File: config.mk
export PLATFORM = sky130hd
export DESIGN_NAME = mpu_fault_monitor
export DESIGN_NICKNAME = d
export VERILOG_FILES = /design/src/rtl/mpu_fault_monitor.sv
export SDC_FILE = /design/constraint.sdc
export NUM_CORES = 1
export LEC_CHECK = 0
export BUFFER_PORTS_ARGS = -buffer_cell sky130_fd_sc_hd__buf_4
export CAP_MARGIN = 20
export CORE_ASPECT_RATIO = 0.75
export CORE_UTILIZATION = 58
export DETAILED_ROUTE_END_ITERATION = 10
export PLACE_DENSITY = 0.79
export SYNTH_ARGS = -nofsm -noshare
export SYNTH_HDL_FRONTEND = slang
export SYNTH_SLANG_ARGS = --single-unit
File: constraint.sdc
create_clock -name clk -period 3.5 [get_ports clk]
set_input_delay 0.7 -clock clk [delete_from_list [all_inputs] [get_ports clk]]
set_output_delay 0.7 -clock clk [all_outputs]
set_load 0.01 [all_outputs]
File: src/rtl/mpu_fault_monitor.sv
// Qualifies MPU violations with the bus strobe and logs them in a small record FIFO.
// Drives a saturating violation counter, a level interrupt and a sticky lockdown.
module mpu_fault_monitor #(
    parameter int LOG_DEPTH      = 4,
    parameter int LOCK_THRESHOLD = 8,
    parameter int CNT_W          = 8
) (
    input  logic             clk,
    input  logic             rst_n,
    input  logic             mem_valid,
    input  logic [31:0]      addr,
    input  logic             is_write,
    input  logic             is_exec,
    input  logic             privileged_mode,
    input  logic             violation,
    input  logic             log_pop,
    input  logic             clear_req,
    output logic             log_valid,
    output logic [31:0]      log_addr,
    output logic [2:0]       log_flags,
    output logic             log_overflow,
    output logic [CNT_W-1:0] violation_count,
    output logic             fault_irq,
    output logic             lockdown,
    output logic [1:0]       dbg_state
);
    localparam int PTR_W = (LOG_DEPTH > 1) ? $clog2(LOG_DEPTH) : 1;
    localparam int OCC_W = PTR_W + 1;
    localparam logic [OCC_W-1:0] OCC_FULL = OCC_W'(LOG_DEPTH);
    localparam logic [CNT_W-1:0] THRESH   = CNT_W'(LOCK_THRESHOLD);

    typedef enum logic [1:0] {IDLE = 2'd0, ALERT = 2'd1, LOCKED = 2'd2} state_t;

    state_t           r_state;
    state_t           w_state_nxt;
    logic [34:0]      r_mem [LOG_DEPTH];
    logic [PTR_W-1:0] r_wr_ptr;
    logic [PTR_W-1:0] r_rd_ptr;
    logic [OCC_W-1:0] r_occ;

    logic             w_evt;
    logic             w_empty;
    logic             w_full;
    logic             w_do_pop;
    logic             w_do_push;
    logic             w_drop;
    logic             w_clr;
    logic [34:0]      w_rec;
    logic [PTR_W-1:0] w_rd_nxt;
    logic [OCC_W-1:0] w_occ_nxt;
    logic [CNT_W-1:0] w_cnt_nxt;
    logic             w_ovf_nxt;

    assign w_evt     = mem_valid & violation;
    assign w_empty   = (r_occ == '0);
    assign w_full    = (r_occ == OCC_FULL);
    assign w_do_pop  = log_pop & ~w_empty;
    // A full FIFO still accepts a push when the head leaves in the same cycle.
    assign w_do_push = w_evt & (~w_full | w_do_pop);
    assign w_drop    = w_evt & ~w_do_push;
    assign w_clr     = clear_req & (r_state != LOCKED);
    assign w_rec     = {addr, privileged_mode, is_exec, is_write};
    assign w_rd_nxt  = r_rd_ptr + PTR_W'(1);
    assign w_ovf_nxt = (log_overflow & ~w_clr) | w_drop;
    assign dbg_state = r_state;

    always_comb begin
        w_occ_nxt = r_occ;
        if (w_do_push && !w_do_pop) begin
            w_occ_nxt = r_occ + OCC_W'(1);
        end else if (w_do_pop && !w_do_push) begin
            w_occ_nxt = r_occ - OCC_W'(1);
        end
    end

    always_comb begin
        w_cnt_nxt = violation_count;
        if (w_clr) begin
            w_cnt_nxt = '0;
        end
        if (w_evt && (w_cnt_nxt != '1)) begin
            w_cnt_nxt = w_cnt_nxt + CNT_W'(1);
        end
    end

    always_comb begin
        w_state_nxt = r_state;
        case (r_state)
            IDLE: begin
                if (w_evt) begin
                    w_state_nxt = (w_cnt_nxt >= THRESH) ? LOCKED : ALERT;
                end
            end
            ALERT: begin
                if (w_cnt_nxt >= THRESH) begin
                    w_state_nxt = LOCKED;
                end else if (!w_evt && (w_occ_nxt == '0) && !w_ovf_nxt) begin
                    w_state_nxt = IDLE;
                end
            end
            LOCKED:  w_state_nxt = LOCKED;
            default: w_state_nxt = IDLE;
        endcase
    end

    always_ff @(posedge clk) begin
        if (w_do_push) begin
            r_mem[r_wr_ptr] <= w_rec;
        end
    end

    always_ff @(posedge clk or negedge rst_n) begin
        if (!rst_n) begin
            r_state         <= IDLE;
            r_wr_ptr        <= '0;
            r_rd_ptr        <= '0;
            r_occ           <= '0;
            log_valid       <= 1'b0;
            log_addr        <= '0;
            log_flags       <= '0;
            log_overflow    <= 1'b0;
            violation_count <= '0;
            fault_irq       <= 1'b0;
            lockdown        <= 1'b0;
        end else begin
            r_state         <= w_state_nxt;
            r_occ           <= w_occ_nxt;
            log_overflow    <= w_ovf_nxt;
            violation_count <= w_cnt_nxt;
            fault_irq       <= (w_state_nxt != IDLE);
            lockdown        <= (w_state_nxt == LOCKED);
            if (w_do_push) begin
                r_wr_ptr <= r_wr_ptr + PTR_W'(1);
            end
            if (w_do_pop) begin
                r_rd_ptr <= w_rd_nxt;
            end
            // Head register follows storage; it moves only on pop or push-into-empty.
            if (w_do_pop) begin
                if (r_occ > OCC_W'(1)) begin
                    {log_addr, log_flags} <= r_mem[w_rd_nxt];
                    log_valid             <= 1'b1;
                end else if (w_do_push) begin
                    {log_addr, log_flags} <= w_rec;
                    log_valid             <= 1'b1;
                end else begin
                    {log_addr, log_flags} <= '0;
                    log_valid             <= 1'b0;
                end
            end else if (w_do_push && w_empty) begin
                {log_addr, log_flags} <= w_rec;
                log_valid             <= 1'b1;
            end
        end
    end
endmodule

-- Yosys cells after proc, flatten, opt, wreduce, memory -nomap -nowiden
Memories as Yosys holds them, arrays and structs flattened.
Index checks and enable logic that the tools add are counted.
- memories: 1
- memory bits (writable): 140
- register bits after elaboration: 56
- output and inout port bits: 49
- word-level logic and storage cells: 74
- magnitude comparators: 2
- bitwise gates (word level): 12
- muxes and demuxes: 22
- equal/unequal tests: 6
- reduce and logical (&&, ||, !) cells: 15
- $add $sub $neg: 5
- memories (memory ; depth ; width ; rd ports ; clocked after Yosys merged registers in ; write ports ; line ; RTL):
    r_mem ; 4 ; 35 ; 1 ; 0 ; 1 ; 36 ; logic [34:0] r_mem [LOG_DEPTH];
- operator list (kind ; number):
    2-to-1 mux 32 bit ; 4
    2-to-1 mux 3 bit ; 6
    2-to-1 mux 8 bit ; 2
    adder 8 x 1 -> 8 bit, second input constant ; 1
    greater-or-equal comparator 8 x 4 -> 1 bit, second input constant ; 1
    2-to-1 mux 2 bit ; 4
    != test 8 bit, second input constant ; 1
    bitwise AND 1 bit ; 6
    logical AND 1 bit ; 6
    zero test 3 bit ; 2
    one-hot mux 2 bit (3 select lines) ; 1
    2-to-1 mux 1 bit ; 5
    adder 2 x 1 -> 2 bit, second input constant ; 2
    equality test 2 bit, second input constant ; 2
    zero test 1 bit ; 4
    inverter 1 bit ; 4
    nonzero test 2 bit ; 2
    adder 3 x 1 -> 3 bit, second input constant ; 1
    equality test 3 bit, second input constant ; 1
    greater-than comparator 3 x 1 -> 1 bit, second input constant ; 1
    subtractor 3 x 1 -> 3 bit, second input constant ; 1
    equality test 2 x 1 -> 1 bit, second input constant ; 1
    zero test 2 bit ; 1
    != test 2 bit, second input constant ; 1
    bitwise OR 1 bit ; 2

-- Depth between registers and ports, before layout
Gate-level depths: netlist of the first run.
- word-level depth: 16
- depth in mapped cells: 10
- depth with buffers taken out: 10

-- Worst setup path after synthesis of the first run
No wires, ideal clock.
- path type: input to register
- start point: input port log_pop
- end point: memory r_mem[0][0], enable pin
- path slack: 916 ps
- cell stages on the path: 4
- buffers on the path: 1
- library setup time: 395 ps
- required time: 3105 ps
- arrival: 2189 ps
- cells stage by stage: buf_2 > nor2b_1 > a21oi_1 > and2_1
- longest elaborated chain between the ends: 5
- RTL lines (item ; line ; RTL):
    start: declaration ; 16 ; input logic log_pop,
    bitwise AND 1 bit ; 57 ; assign w_do_pop = log_pop & ~w_empty;
    bitwise OR 1 bit ; 59 ; assign w_do_push = w_evt & (~w_full | w_do_pop);
    bitwise AND 1 bit ; 59 ;
    2-to-1 mux 1 bit ; 107 ; if (w_do_push) begin
    2-to-1 mux 1 bit (implied by the code) ; 108 ; r_mem[r_wr_ptr] <= w_rec;
    end: declaration ; 36 ;
No other way between the ends.

-- Worst setup path in the final report of the first run
- start point: register r_state[0] (netlist: dbg_state[0])
- end point: register r_state[1] (netlist: dbg_state[1])
- longest elaborated chain between the ends: 10
- elaborated cells on any way between the ends: 21
- those cells by class: add/sub: 1; order compare: 1; eq/ne: 4; mux: 7; bitwise: 4; reduce/logical: 4
- RTL lines (item ; line ; RTL):
    start: declaration ; 34 ; state_t r_state;
    start signal: assignment ; 126 ; r_state <= w_state_nxt;
    != test 2 bit * ; 61 ; assign w_clr = clear_req & (r_state != LOCKED);
    bitwise AND 1 bit * ; 61 ;
    2-to-1 mux 8 bit * ; 78 ; if (w_clr) begin
    parallel branches: the longest is 2 deep, another holds adder 8 x 1 -> 8 bit ; n/a ;
    2-to-1 mux 8 bit * ; 81 ; if (w_evt && (w_cnt_nxt != '1)) begin
    net w_cnt_nxt[3] ; 51 ; logic [CNT_W-1:0] w_cnt_nxt;
    greater-or-equal comparator 8 x 4 -> 1 bit * ; 91, 95 ;
    2-to-1 mux 2 bit ; 91 ; w_state_nxt = (w_cnt_nxt >= THRESH) ? LOCKED : ALERT;
    2-to-1 mux 2 bit ; 90 ; if (w_evt) begin
    one-hot mux 2 bit (3 select lines) * ; 88 ; case (r_state)
    net w_state_nxt[1] ; 35 ; state_t w_state_nxt;
Mark *: on every way through the listed nets, which the timed path passes.
A chain may end at the register's enable or synchronous reset.

==> flow_summary.yaml, run 1 <==
run_status:
  outcome: "complete, no violations"
clock_network:
  numCtsBuffers: 17
  cts_max_level: 4
  cts_resized: 0
  post_cts_buffers: 0
  clockBufferDepth: 2
  cts_tree: "yes"
  clk_pin_slew_ps: 70
  clock_latency_ps: 430
  hold_buffers: 0
  clock_sinks: 196
  root_buffer: "clkbuf_16"
detailed_routing:
  via_per_inst: 6.06
  vias: 4520
  routedWlPerCell_um: 20.5
  first_pass_iters: 5
  wirelength_um: 15300
  drc: 0
  ant_nets: 0
  drtIter0Drc: 365
setup_path:
  critPathKind: "reg2reg"
  start_kind: "flop"
  worstSetupEndpointType: "flop"
  crit_start: "dbg_state[0]"
  cp.required_ps: 3820
  r2r-start: "dbg_state[0]"
  cp.arrival_ps: 2820
  crit_path_max_fanout: 5
floorplanning:
  coreArea_um2: 13100
  start_util_pct: 60.0
  dieArea_um2: 14000
  die_y_um: 103
  io_pins: 90
  die_w_um: 136
  rows: 36
finish:
  drive_gt1_share_pct: 30.3
  final_common_cell: "edfxtp_1"
  final_cell_mix: "edfxtp_1, buf_4, dfrtp_1, nand2_1, o21ai_0"
  final_cells: 746
  syn_to_final_growth_pct: 17.6
  diodes: 0
  final_nets: 613
timing:
  fin_setup_tns_ps: 0
  period_needed_ps: 2500
  setup_violations: 0
  worst_pin_slew_ps: 926
  hold_violations: 0
  fin_skew_ps: 7.55
  relSlewSlack_pct: 38.2
  min_period_over_period_pct: 71.5
  worst_slack_ps: 998
  max_freq_ghz: 0.400
  slew_violations: 0
  holdWs_ps: 359
  rsz0062_at_grt: "no"
synthesis:
  syn_area_um2: 7860
  ys_ff_latch: 196
  ys_async_sr_fraction_pct: 28.6
  synth_cell_types: 50
  synth.avg_cell_area_um2: 16.6
  synth_edf_count: 140
  syn-num-nets: 523
  synthFlopType: "edfxtp_1"
  synth.yosys.warnings: 0
  syn-instance-count: 473
  ys_seq_area_share_pct: 71.3
global_route:
  antenna_found_initial: 0
  first_global_vias: 4462
  use_met1_pct: 31.7
  grt_max_degree: 57
  gr-usage-met2_pct: 36.6
  gr-total-overflow: 0
  grtUsageTotal_pct: 23.4
  grt_pass1_wl_um: 23500
  busiest_layer: "met2"
  grtUsageMet3_pct: 7.08
pwr:
  power_per_cell_area_nw_per_um2: 778
  peakVddDrop_mv: 0.446
  p_leak_nw: 3.43
run:
  drv_cap: 0
placed_design:
  place_ws_ps: 907
  place.gp.congestion: 0.863
  io_buffer_count: 89
  dp_cells: 715
  dp_hpwl_um: 9250
min_path:
  hold_class: "in2async"
## where the power goes
group	switching, mW	internal, mW	total, mW
Sequential	0.369	2.95	3.32
Clock	0.767	0.953	1.72
Combinational	1.08	1.08	2.15
## worst max-delay path: stages (launching register included)
cell and delay (ps):
dfrtp_1 420, nand2b_1 210, nand2_1 160, and2_1 180
ha_1 220, nand4_1 140, o2111a_1 270, nor3_1 270
nor2_1 100, nor4b_4 160, o31ai_1 280
## cells by family (layout without fill, tap and decap cells)
| family | after synthesis | count (layout) | synth area share [%] |
|---|---|---|---|
| AO/OA/AOI/OAI | 99 | 99 | 8.37 |
| adder cells (fa/ha/maj) | 9 | 9 | 1.43 |
| XOR/XNOR | 7 | 7 | 0.780 |
| buffers and inverters | 34 | 136 | 1.89 |
| AND/OR/NAND/NOR | 91 | 91 | 5.93 |
| flip-flops | 196 | 196 | 71.3 |
| multiplexers | 37 | 37 | 10.3 |
## synth_stat cells, drive strengths merged, types with 6 or more instances
cell / count / area [um2]
nand3: 8 / 40.0
nand2: 42 / 158
clkbuf: 13 / 48.8
ha: 9 / 113
and2: 9 / 56.3
dfrtp: 56 / 1400
o21ai: 40 / 204
mux4: 35 / 788
a22oi: 35 / 263
buf: 15 / 77.6
inv: 6 / 22.5
edfxtp: 140 / 4200
nor2: 9 / 33.8
## stage by stage
| stage | total power [mW] | utilization [%] | area [um2] |
|---|---|---|---|
| 3_3_place_gp | 5.45 | 66.6 | 8730 |
| 6_report | 7.19 | 70.6 | 9250 |
| 4_1_cts | 7.25 | 70.6 | 9250 |
| 5_1_grt | 7.57 | 70.6 | 9250 |
| 3_5_place_dp | 5.53 | 66.6 | 8730 |
| 2_1_floorplan | 4.66 | - | 7860 |
## state kept, by name, summed over array words and instances (netlist names)
register / count
log_valid: 1
r_wr_ptr: 2
log_addr: 32
r_rd_ptr: 2
lockdown: 1
log_flags: 3
dbg_state: 2
r_occ: 3
violation_count: 8
log_overflow: 1
fault_irq: 1
r_mem: 140
## final timing paths
| check | end | depth (start not counted) | slack, ps |
|---|---|---|---|
| max | dbg_state[1] | 10 | 1000 |
| min | log_flags[2] | 1 | 360 |
| max reg2reg | dbg_state[1] | 10 | 1000 |
| min reg2reg | log_addr[26] | 2 | 480 |
| max in group asynchronous | r_rd_ptr[0] | 1 | 2610 |
| min in group clk | log_addr[26] | 2 | 480 |
## final cells by class
class	instances	area, um2
well taps	171	214
flip-flops and latches	196	5610
inverters	6	22.5
fillers	860	3860
clock buffers	25	485
clock inverters	6	30.0
multi-input cells	243	2130
repair buffers	99	756
## layer usage
metal | routed length, um | up-vias
li1 | - | 2037
met1 | 6630 | 2294
met2 | 7410 | 169
met3 | 1070 | 20
met4 | 218 | 0
met5 | 0 | -
No activity file was read; power rests on OpenSTA's default activity.
==> run 2: changes to the inputs <==
- CORE_UTILIZATION: 58 -> 52
- PLACE_DENSITY: 0.79 -> 0.75
- clock period: 3.5 -> 2.1 ns (I/O delays scaled with it)
==> flow_summary.yaml, run 2 (synthesized netlist as in run 1, its figures left out) <==
finish:
  diodes: 0
  drive_gt1_share_pct: 36.9
  top_regs: "r_mem (140), log_addr (32), violation_count (8)"
  syn_to_final_growth_pct: 25.5
  largest-register: "r_mem"
  final_cells: 807
  seq_area_um2: 5610
  final_cell_mix: "edfxtp_1, buf_4, dfrtp_1, nand2_1, o21ai_0"
  final_nets: 644
  fin_util_pct: 67.6
  largest_register_ffs: 140
  final_common_cell: "edfxtp_1"
  nFillCells: 994
  final_area_um2: 9870
  multi_input_area_um2: 2230
clock_network:
  cts_max_level: 4
  clock_latency_ps: 420
  root_buffer: "clkbuf_16"
  clk_pin_slew_ps: 70
  numCtsBuffers: 17
  clockBufferDepth: 2
  clock_sinks: 196
  cts_tree: "yes"
floorplanning:
  dieArea_um2: 15600
  io_pins: 90
  die_w_um: 144
  die_y_um: 109
  coreArea_um2: 14600
  rows: 38
  start_util_pct: 53.9
placed_design:
  place.gp.congestion: 0.809
  io_buffer_count: 89
  dp_hpwl_um: 10300
  dp_cells: 773
  postPlaceCellArea_um2: 9210
setup_path:
  cp.required_ps: 2420
  crit_path_max_fanout: 4
  start_kind: "flop"
  critPathKind: "reg2reg"
  cp.arrival_ps: 2510
  worstSetupEndpointType: "flop"
timing:
  setup_violations: 4
  slew_violations: 0
  min_period_over_period_pct: 104
  worst_pin_slew_ps: 770
  rsz0062_at_grt: "yes"
  holdWs_ps: 67.9
  relSlewSlack_pct: 48.7
  worst_slack_ps: -92.4
  period_needed_ps: 2190
  hold_violations: 0
  fin_setup_tns_ps: -235
  max_freq_ghz: 0.456
  fin_skew_ps: 14.7
pwr:
  p_leak_nw: 3.68
  p_seq_share_pct: 41.6
  intPower_mw: 8.79
  pwr-share-comb_pct: 34.2
  swShare_pct: 31.1
  peakVddDrop_mv: 0.969
  clkPwrFrac_pct: 24.2
  p_sw_mw: 3.97
  power_per_cell_area_nw_per_um2: 1290
detailed_routing:
  routedWlPerCell_um: 20.0
  drc: 0
  via_per_inst: 5.70
  drtIter0Drc: 467
  first_pass_iters: 5
  wirelength_um: 16200
  vias: 4598
  ant_nets: 0
global_route:
  grtUsageTotal_pct: 22.7
  grt_pass1_wl_um: 25800
  gr-total-overflow: 0
  first_global_vias: 4832
  grt_max_degree: 57
  antenna_found_initial: 0
run:
  drv_cap: 0
run_status:
  outcome: "complete, but fails checks"
  violations: "setup timing"
min_path:
  hold_class: "in2async"
-- run 2: cell types whose count changed in the layout (fill, tap and decap cells not counted), moves of 3 or more --
cell,change
clkbuf_1,-4
clkinvlp_4,+3
inv_6,+3
buf_12,+16
clkinv_2,-3
buf_4,+14
-- run 2: metrics by stage --
step           worst slack [ps]  power (mW)
2_1_floorplan             -6.06        7.78
3_3_place_gp              -34.4        9.48
3_5_place_dp               -156        9.65
4_1_cts                   -36.9        12.8
5_1_grt                    -165        13.5
6_report                  -92.4        12.8
-- run 2: routing by layer --
layer / GRT usage (%) / wire [um]
met3: 6.47 / 901
met2: 36.3 / 7900
met1: 30.9 / 7260
met4: 5.55 / 109
met5: 0 / 0
-- run 2: repair_timing --
item | 4_1_cts | 5_1_grt
setup endpoints to repair | 4 | 9
buffers inserted | 4 | 0
resized for setup | 10 | 5
pin swaps | 11 | 6
hold buffers | 0 | 0
-- run 2: layout make-up --
class | instances | share of cell area [%]
multi-input combinational | 243 | 22.6
clock buffer | 19 | 4.49
clock inverter | 13 | 1.24
tap | 200 | 2.54
sequential | 196 | 56.8
timing repair buffer | 130 | 12.1
inverter | 6 | 0.228
-- run 2: power groups by stage --
| stage | combinational [mW] | sequential, mW | clock [mW] |
|---|---|---|---|
| 2_1_floorplan | 2.32 | 5.45 | 0 |
| 3_3_place_gp | 4.15 | 5.33 | 0 |
| 3_5_place_dp | 4.27 | 5.38 | 0 |
| 4_1_cts | 4.36 | 5.31 | 3.15 |
| 5_1_grt | 4.77 | 5.39 | 3.31 |
| 6_report | 4.36 | 5.31 | 3.09 |
-- run 2: worst paths after layout --
path,to,cells past startpoint,slack [ps],from
setup / recovery,dbg_state[1],11,-90,dbg_state[0]
hold / removal,violation_count[7],1,70,rst_n
setup reg to reg,dbg_state[1],11,-90,dbg_state[0]
hold reg to reg,log_addr[0],2,480,log_addr[0]
max in group asynchronous,r_rd_ptr[1],1,1470,rst_n
min in group clk,r_mem[1][18],1,200,addr[15]
-- run 2: critical path: stages (launching register included) --
cell and delay [ps]:
dfrtp_1 380, nand2b_4 160, nand2_4 70, and2_4 160, ha_4 150, buf_6 90
nand4_1 120, o2111a_1 280, nor3_2 160, nor2_1 70, nor4b_4 160, o31ai_1 290
